==> src/rtl/eco_slice_pipe.sv <==
// Lane-parallel ECO test cone behind a two-stage valid/ready pipeline.
// A wrapping counter tracks completed output handshakes.
module eco_slice_pipe #(
  parameter int LANES = 4,
  parameter int CNT_W = 8
) (
  input  logic                 clk,
  input  logic                 rst,
  input  logic [4*LANES-1:0]   a,
  input  logic [4*LANES-1:0]   b,
  input  logic                 in_valid,
  output logic                 in_ready,
  output logic [4*LANES-1:0]   y,
  output logic                 out_valid,
  input  logic                 out_ready,
  output logic [CNT_W-1:0]     cnt
);

  logic adv1;
  logic adv2;
  logic v1;
  logic v2;

  logic [LANES-1:0] p1_d, p3_d, p7_d;
  logic [LANES-1:0] p1_q, p3_q, p7_q;
  logic [LANES-1:0] a1_q, a3_q, b1_q, b2_q;

  logic [4*LANES-1:0] y_d;
  logic [4*LANES-1:0] y_q;
  logic [CNT_W-1:0]   cnt_q;

  // A stage may advance whenever the stage after it can take its content.
  assign adv2     = ~v2 | out_ready;
  assign adv1     = ~v1 | adv2;
  assign in_ready = adv1 & ~rst;

  // First half of the cone: only the partial products that feed stage 2.
  always_comb begin
    p1_d = '0;
    p3_d = '0;
    p7_d = '0;
    for (int k = 0; k < LANES; k++) begin
      p1_d[k] = (a[4*k] ^ b[4*k+1]) | (a[4*k] & b[4*k]);
      p3_d[k] = a[4*k+1] | (a[4*k+2] & b[4*k]);
      p7_d[k] = (a[4*k+3] | b[4*k+2]) & b[4*k+3];
    end
  end

  // Second half of the cone, fed purely from stage-1 registers.
  always_comb begin
    y_d = '0;
    for (int k = 0; k < LANES; k++) begin
      y_d[4*k]   = p1_q[k] & p3_q[k];
      y_d[4*k+1] = ~(p3_q[k] & b1_q[k]) ^ b2_q[k];
      y_d[4*k+2] = a1_q[k] | (a3_q[k] & ~p7_q[k]);
      y_d[4*k+3] = ~p7_q[k];
    end
  end

  always_ff @(posedge clk) begin
    if (rst) begin
      v1   <= 1'b0;
      p1_q <= '0;
      p3_q <= '0;
      p7_q <= '0;
      a1_q <= '0;
      a3_q <= '0;
      b1_q <= '0;
      b2_q <= '0;
    end else if (adv1) begin
      v1 <= in_valid;
      p1_q <= p1_d;
      p3_q <= p3_d;
      p7_q <= p7_d;
      for (int k = 0; k < LANES; k++) begin
        a1_q[k] <= a[4*k+1];
        a3_q[k] <= a[4*k+3];
        b1_q[k] <= b[4*k+1];
        b2_q[k] <= b[4*k+2];
      end
    end
  end

  always_ff @(posedge clk) begin
    if (rst) begin
      v2  <= 1'b0;
      y_q <= '0;
    end else if (adv2) begin
      v2  <= v1;
      y_q <= y_d;
    end
  end

  // Counts output handshakes only; wraps silently.
  always_ff @(posedge clk) begin
    if (rst) begin
      cnt_q <= '0;
    end else if (v2 & out_ready) begin
      cnt_q <= cnt_q + CNT_W'(1);
    end
  end

  assign y         = y_q;
  assign out_valid = v2;
  assign cnt       = cnt_q;

endmodule

==> config.mk <==
export PLATFORM = sky130hd
export DESIGN_NAME = eco_slice_pipe
export DESIGN_NICKNAME = d
export VERILOG_FILES = /design/src/rtl/eco_slice_pipe.sv
export SDC_FILE = /design/constraint.sdc
export NUM_CORES = 1
export LEC_CHECK = 0
export BUFFER_PORTS_ARGS = -buffer_cell sky130_fd_sc_hd__buf_2
export CAP_MARGIN = 10
export CORE_MARGIN = 5
export CORE_UTILIZATION = 33
export DETAILED_ROUTE_END_ITERATION = 16
export SYNTH_ARGS = -nofsm -noshare
export SYNTH_HDL_FRONTEND = slang
export SYNTH_SLANG_ARGS = --single-unit
==> constraint.sdc <==
create_clock -name clk -period 1.7 [get_ports clk]
set_clock_uncertainty 0.1 [all_clocks]
set_input_delay 0.34 -clock clk [delete_from_list [all_inputs] [get_ports clk]]
set_output_delay 0.34 -clock clk [all_outputs]
set_load 0.01 [all_outputs]
**Yosys cells after proc, flatten, opt, wreduce, memory -nomap -nowiden**

Cells that the tools add are included.

- Register bits after elaboration: 54
- Bits in latches: 0
- RAM bits: 0
- ROM bits: 0
- Input port bits: 36
- Output and inout port bits: 26
- Word-level logic and storage cells: 75
- Memories kept: 0

- Add/sub/neg operators: 1
- $mul: 0
- Div/mod/pow operators: 0
- Magnitude comparators: 0
- Eq/ne operators: 0
- Shift operators: 0
- Muxes and demuxes: 0
- Bitwise gates (word level): 63
- Reductions and logical operators: 0

Operators with widths:

| kind | number |
|---|---|
| 1-bit AND | 26 |
| 1-bit bitwise OR | 18 |
| 1-bit inverter | 11 |
| 8-bit by 1-bit adder with 8-bit output, second input constant | 1 |
| 1-bit bitwise XOR | 8 |

**Longest topological paths before layout**

- Word-level depth: 4
- Depth in mapped cells: 5
- Gate-level depth less buffers: 4

**Worst setup path before layout**

OpenSTA, ideal clock, no wires.

- Kind: reg2out
- From: register v2 (netlist: out_valid)
- To: output in_ready
- Arrival time: 1061 ps
- Required time: 1260 ps
- Setup slack: 199 ps
- Cell stages (with the launch flop): 5
- Path buffers: 1
- Cell sequence: dfxtp_1 > and2b_4 > a21o_1 > inv_2 > buf_6

- Longest elaborated chain between the ends: 4

Ends and longest elaborated chain:

| element | line | text |
|---|---|---|
| from (decl) | 22 | `logic v2;` |
| from (signal assigned) | 89 | `v2 <= v1;` |
| 1-bit inverter | 33 | `assign adv2 = ~v2 \| out_ready;` |
| 1-bit bitwise OR | 33 |  |
| 1-bit bitwise OR | 34 | `assign adv1 = ~v1 \| adv2;` |
| 1-bit AND | 35 | `assign in_ready = adv1 & ~rst;` |
| to (decl) | 12 | `output logic in_ready,` |

No other way between the ends.

**Final worst setup path**

Ends and elaborated chain as after synthesis.

==> metrics.md <==
| Metric | Value |
|---|---|
| Status | completed |
| DR vias | 1,763 |
| Row count | 28 |
| DIE HEIGHT | 88.0 µm |
| 1st-iter DRT viols | 84 |
| Final core occ | 0.438 |
| Sw Ratio | 0.227 |
| Drt wl/cell | 13.8 µm |
| Top-count cell post-synth | dfxtp_1 |
| Fin crit period | 1.63 ns |
| CTS tree | built |
| Share of async-settable or async-resettable flops after synthesis | 0 |
| Antenna violations before repair | 0 |
| Vias in the first global route | 1,704 |
| Remaining global-route overflow | 0 |
| Die ar. | 7740 µm² |
| CP cell instances | and2b_4, a21o_1, inv_2, buf_6 |
| Synth warnings | 0 |
| Fin. max-slew vios | 0 |
| Crit-path slowest cell | dfxtp_2 |
| Clock network power share | 0.385 |
| # port buffers | 61 |
| First-pass GRT wire length | 8.19 mm |
| Initial Util | 0.339 |
| Worst hold path type | in -> reg |
| Area share of the largest cell type after synthesis | 0.539 |
| Clk Latency, worst-skew pair | 0.31 ns |
| Sequential share of power | 0.520 |
| Largest net degree at the start of global routing | 23 |
| Total Routing Usage GR | 0.136 |
| Largest area contributor in the netlist | dfxtp_1 |
| CP Data Arrival Time | 1.19 ns |
| Area growth syn-to-layout | 29.3% |
| Critical R2R Capture | a1_q[1]$_SDFFE_PP0P_ |
| Worst-path fanout max | 3 |
| Synth Flop Type | dfxtp_1 |
| Sequential element share of the synthesized area | 0.539 |
| Worst Path Buf+Inv | 2 |
| Final setup vio count | 0 |
| Synth top cells by count | dfxtp_1 (54), a21oi_1 (23), a22o_1 (16) |
| #FFs+latches synth | 54 |
| CP max stage delay | 0.34 ns |
| Power, Total | 2.65 mW |
| Diodes inserted | 0 |
| Top Family by Delay on Critical Path | flip-flops |
| Residual DRC | 0 |
| Maxcap violations | 0 |
| Internal power | 2.05 mW |
| Final hold vios | 0 |
| Layout fillers | 584 |
| Worst vdd ir | 0.500 mV |
| R2R cell count | 7 |
| Clock Root Buffer | clkbuf_8 |
| Max Fclk | 613 MHz |
| CTS max path bufs | 2 |
| Fin nets | 313 |
| Syn_nets | 242 |
| Logic pwr share | 0.095 |
| Num Clock Sinks | 54 |
| PD cells | 1020 nW/µm² |
| Lkg Pwr | 1.12 nW |
| Htree depth | 2 |
| Pre-antenna DRT Iters | 4 |
| Synth top area cells | dfxtp_1 (54%), a22o_1 (7.0%), a21oi_1 (5.7%) |
| GP Congestion | 0.761 |
| Psw | 0.602 mW |
| Hold path startpoint | in_valid |
| WHS Path Cells | 3 |
| CP Data Required Time | 1.26 ns |
| Layout cell share with drive strength beyond 1 | 0.314 |
| Relative slew slack | 0.825 |
| CTS clk-pin slew, worst paths | 0.10 ns |
| Number of flops mapped to enable cells by yosys | 0 |
| Post-Syn Area | 2010 µm² |
| Syn Inst Count | 205 |
| Crit end category | output port |
| DPL Wire Length | 3.50 mm |
| Inserted Clock Buffers | 5 |
| Final worst path period share | 0.960 |
| Synth Area per Inst | 9.78 µm² |
| Worst-Margin Slew | 0.263 ns |
| Detailed-route wire length | 4.87 mm |
| Core area | 5920 µm² |
| Non-Filler Instances | 352 |
| Worst Hold Endpoint | v1$_SDFFE_PP0P_ |
| Synth unique cells | 29 |
| CP Launch Type | register |
| Cells after DPL | 341 |
| IO Count | 62 |
| Number of vias per cell | 5.01 |
| Worst R2R Start | out_valid$_SDFFE_PP0P_ |
| Setup CP Type | reg -> out |
| Reg2reg setup slack | 0.14 ns |
| Die width | 88.0 µm |
| ANT nets after route | 0 |
==> what timing repair did <==
item	4_1_cts	5_1_grt
endpoints found under the setup margin	1	1
gates resized for setup	0	2
hold buffers	0	0
pin swaps	0	0
setup buffers	1	2
==> metrics by stage <==
stage	cell area, µm²	hold WS (ns)	worst slack (ns)	TNS, ns
detailed placement	2420	0.343	0.0869	0
CTS	2570	0.138	0.0336	0
floorplan	2010	0.333	0.199	0
global route	2590	0.131	-0.00589	-0.00589
finish	2590	0.139	0.0680	0
global placement	2420	0.338	0.0884	0
==> power by group through the flow <==
stage | sequential (mW) | combinational [mW] | clock (mW)
global route | 1.39 | 0.284 | 1.10
global placement | 1.41 | 0.243 | 0
CTS | 1.38 | 0.251 | 1.05
finish | 1.38 | 0.251 | 1.02
floorplan | 1.42 | 0.114 | 0
detailed placement | 1.41 | 0.248 | 0
==> logic make-up after synthesis <==
group	after synthesis	share of synthesized area
AND/OR/NAND/NOR	63	0.170
buffers and inverters	12	0.0312
flip-flops	54	0.539
AO/OA/AOI/OAI	73	0.245
XOR/XNOR	2	0.00874
adder cells (fa/ha/maj)	1	0.00624
==> layer usage <==
layer,routed length (µm),GRT usage,share of wire,up-vias
li1,-,-,-,899
met1,2200,0.172,0.45,811
met2,2260,0.223,0.46,47
met3,338,0.0442,0.069,6
met4,70,0.0418,0.014,0
met5,0,0,0,-
==> layout make-up <==
cell class | instances | area (µm²) | area share
timing repair buffer | 74 | 409 | 0.158
sequential | 54 | 1080 | 0.417
multi-input combinational | 139 | 862 | 0.333
tap | 75 | 93.8 | 0.0362
clock buffer | 5 | 68.8 | 0.0265
inverter | 2 | 7.51 | 0.00290
clock inverter | 3 | 68.8 | 0.0265
==> layout by cell type, fill, tap and decap left out, types with 2 or more instances in the layout <==
master / count
buf_4: 13
and3_1: 4
clkbuf_8: 5
nor3_1: 8
or3_1: 2
dfxtp_1: 53
buf_2: 60
or4_1: 3
nand2_1: 12
xor2_1: 2
bufinv_16: 2
a21oi_1: 23
o31ai_1: 3
nor2b_1: 4
nand3_1: 9
o2bb2ai_1: 12
nor2_1: 13
o21ai_0: 14
nand3b_1: 4
a211oi_1: 4
a22o_1: 16
==> sequential cells by signal, summed over array words and instances (netlist names) <==
| signal | count |
|---|---|
| out_valid | 1 |
| cnt | 8 |
| a3_q | 4 |
| b2_q | 4 |
| p3_q | 4 |
| p1_q | 4 |
| a1_q | 4 |
| p7_q | 4 |
| b1_q | 4 |
| v1 | 1 |
| y | 16 |
==> worst max-delay path by stage <==
stage,startpoint,endpoint,cells after the start
floorplan,out_valid$_SDFFE_PP0P_,in_ready,4
global placement,out_ready,in_ready,5
detailed placement,out_ready,in_ready,5
CTS,out_valid$_SDFFE_PP0P_,in_ready,4
global route,out_valid$_SDFFE_PP0P_,in_ready,4
finish,out_valid$_SDFFE_PP0P_,in_ready,4
==> tightest hold or removal path, stage by stage <==
cell     delay [ns]
buf_2          0.08
a21oi_1        0.03
nor2_1         0.06
Power figures use the tool's default switching activity.
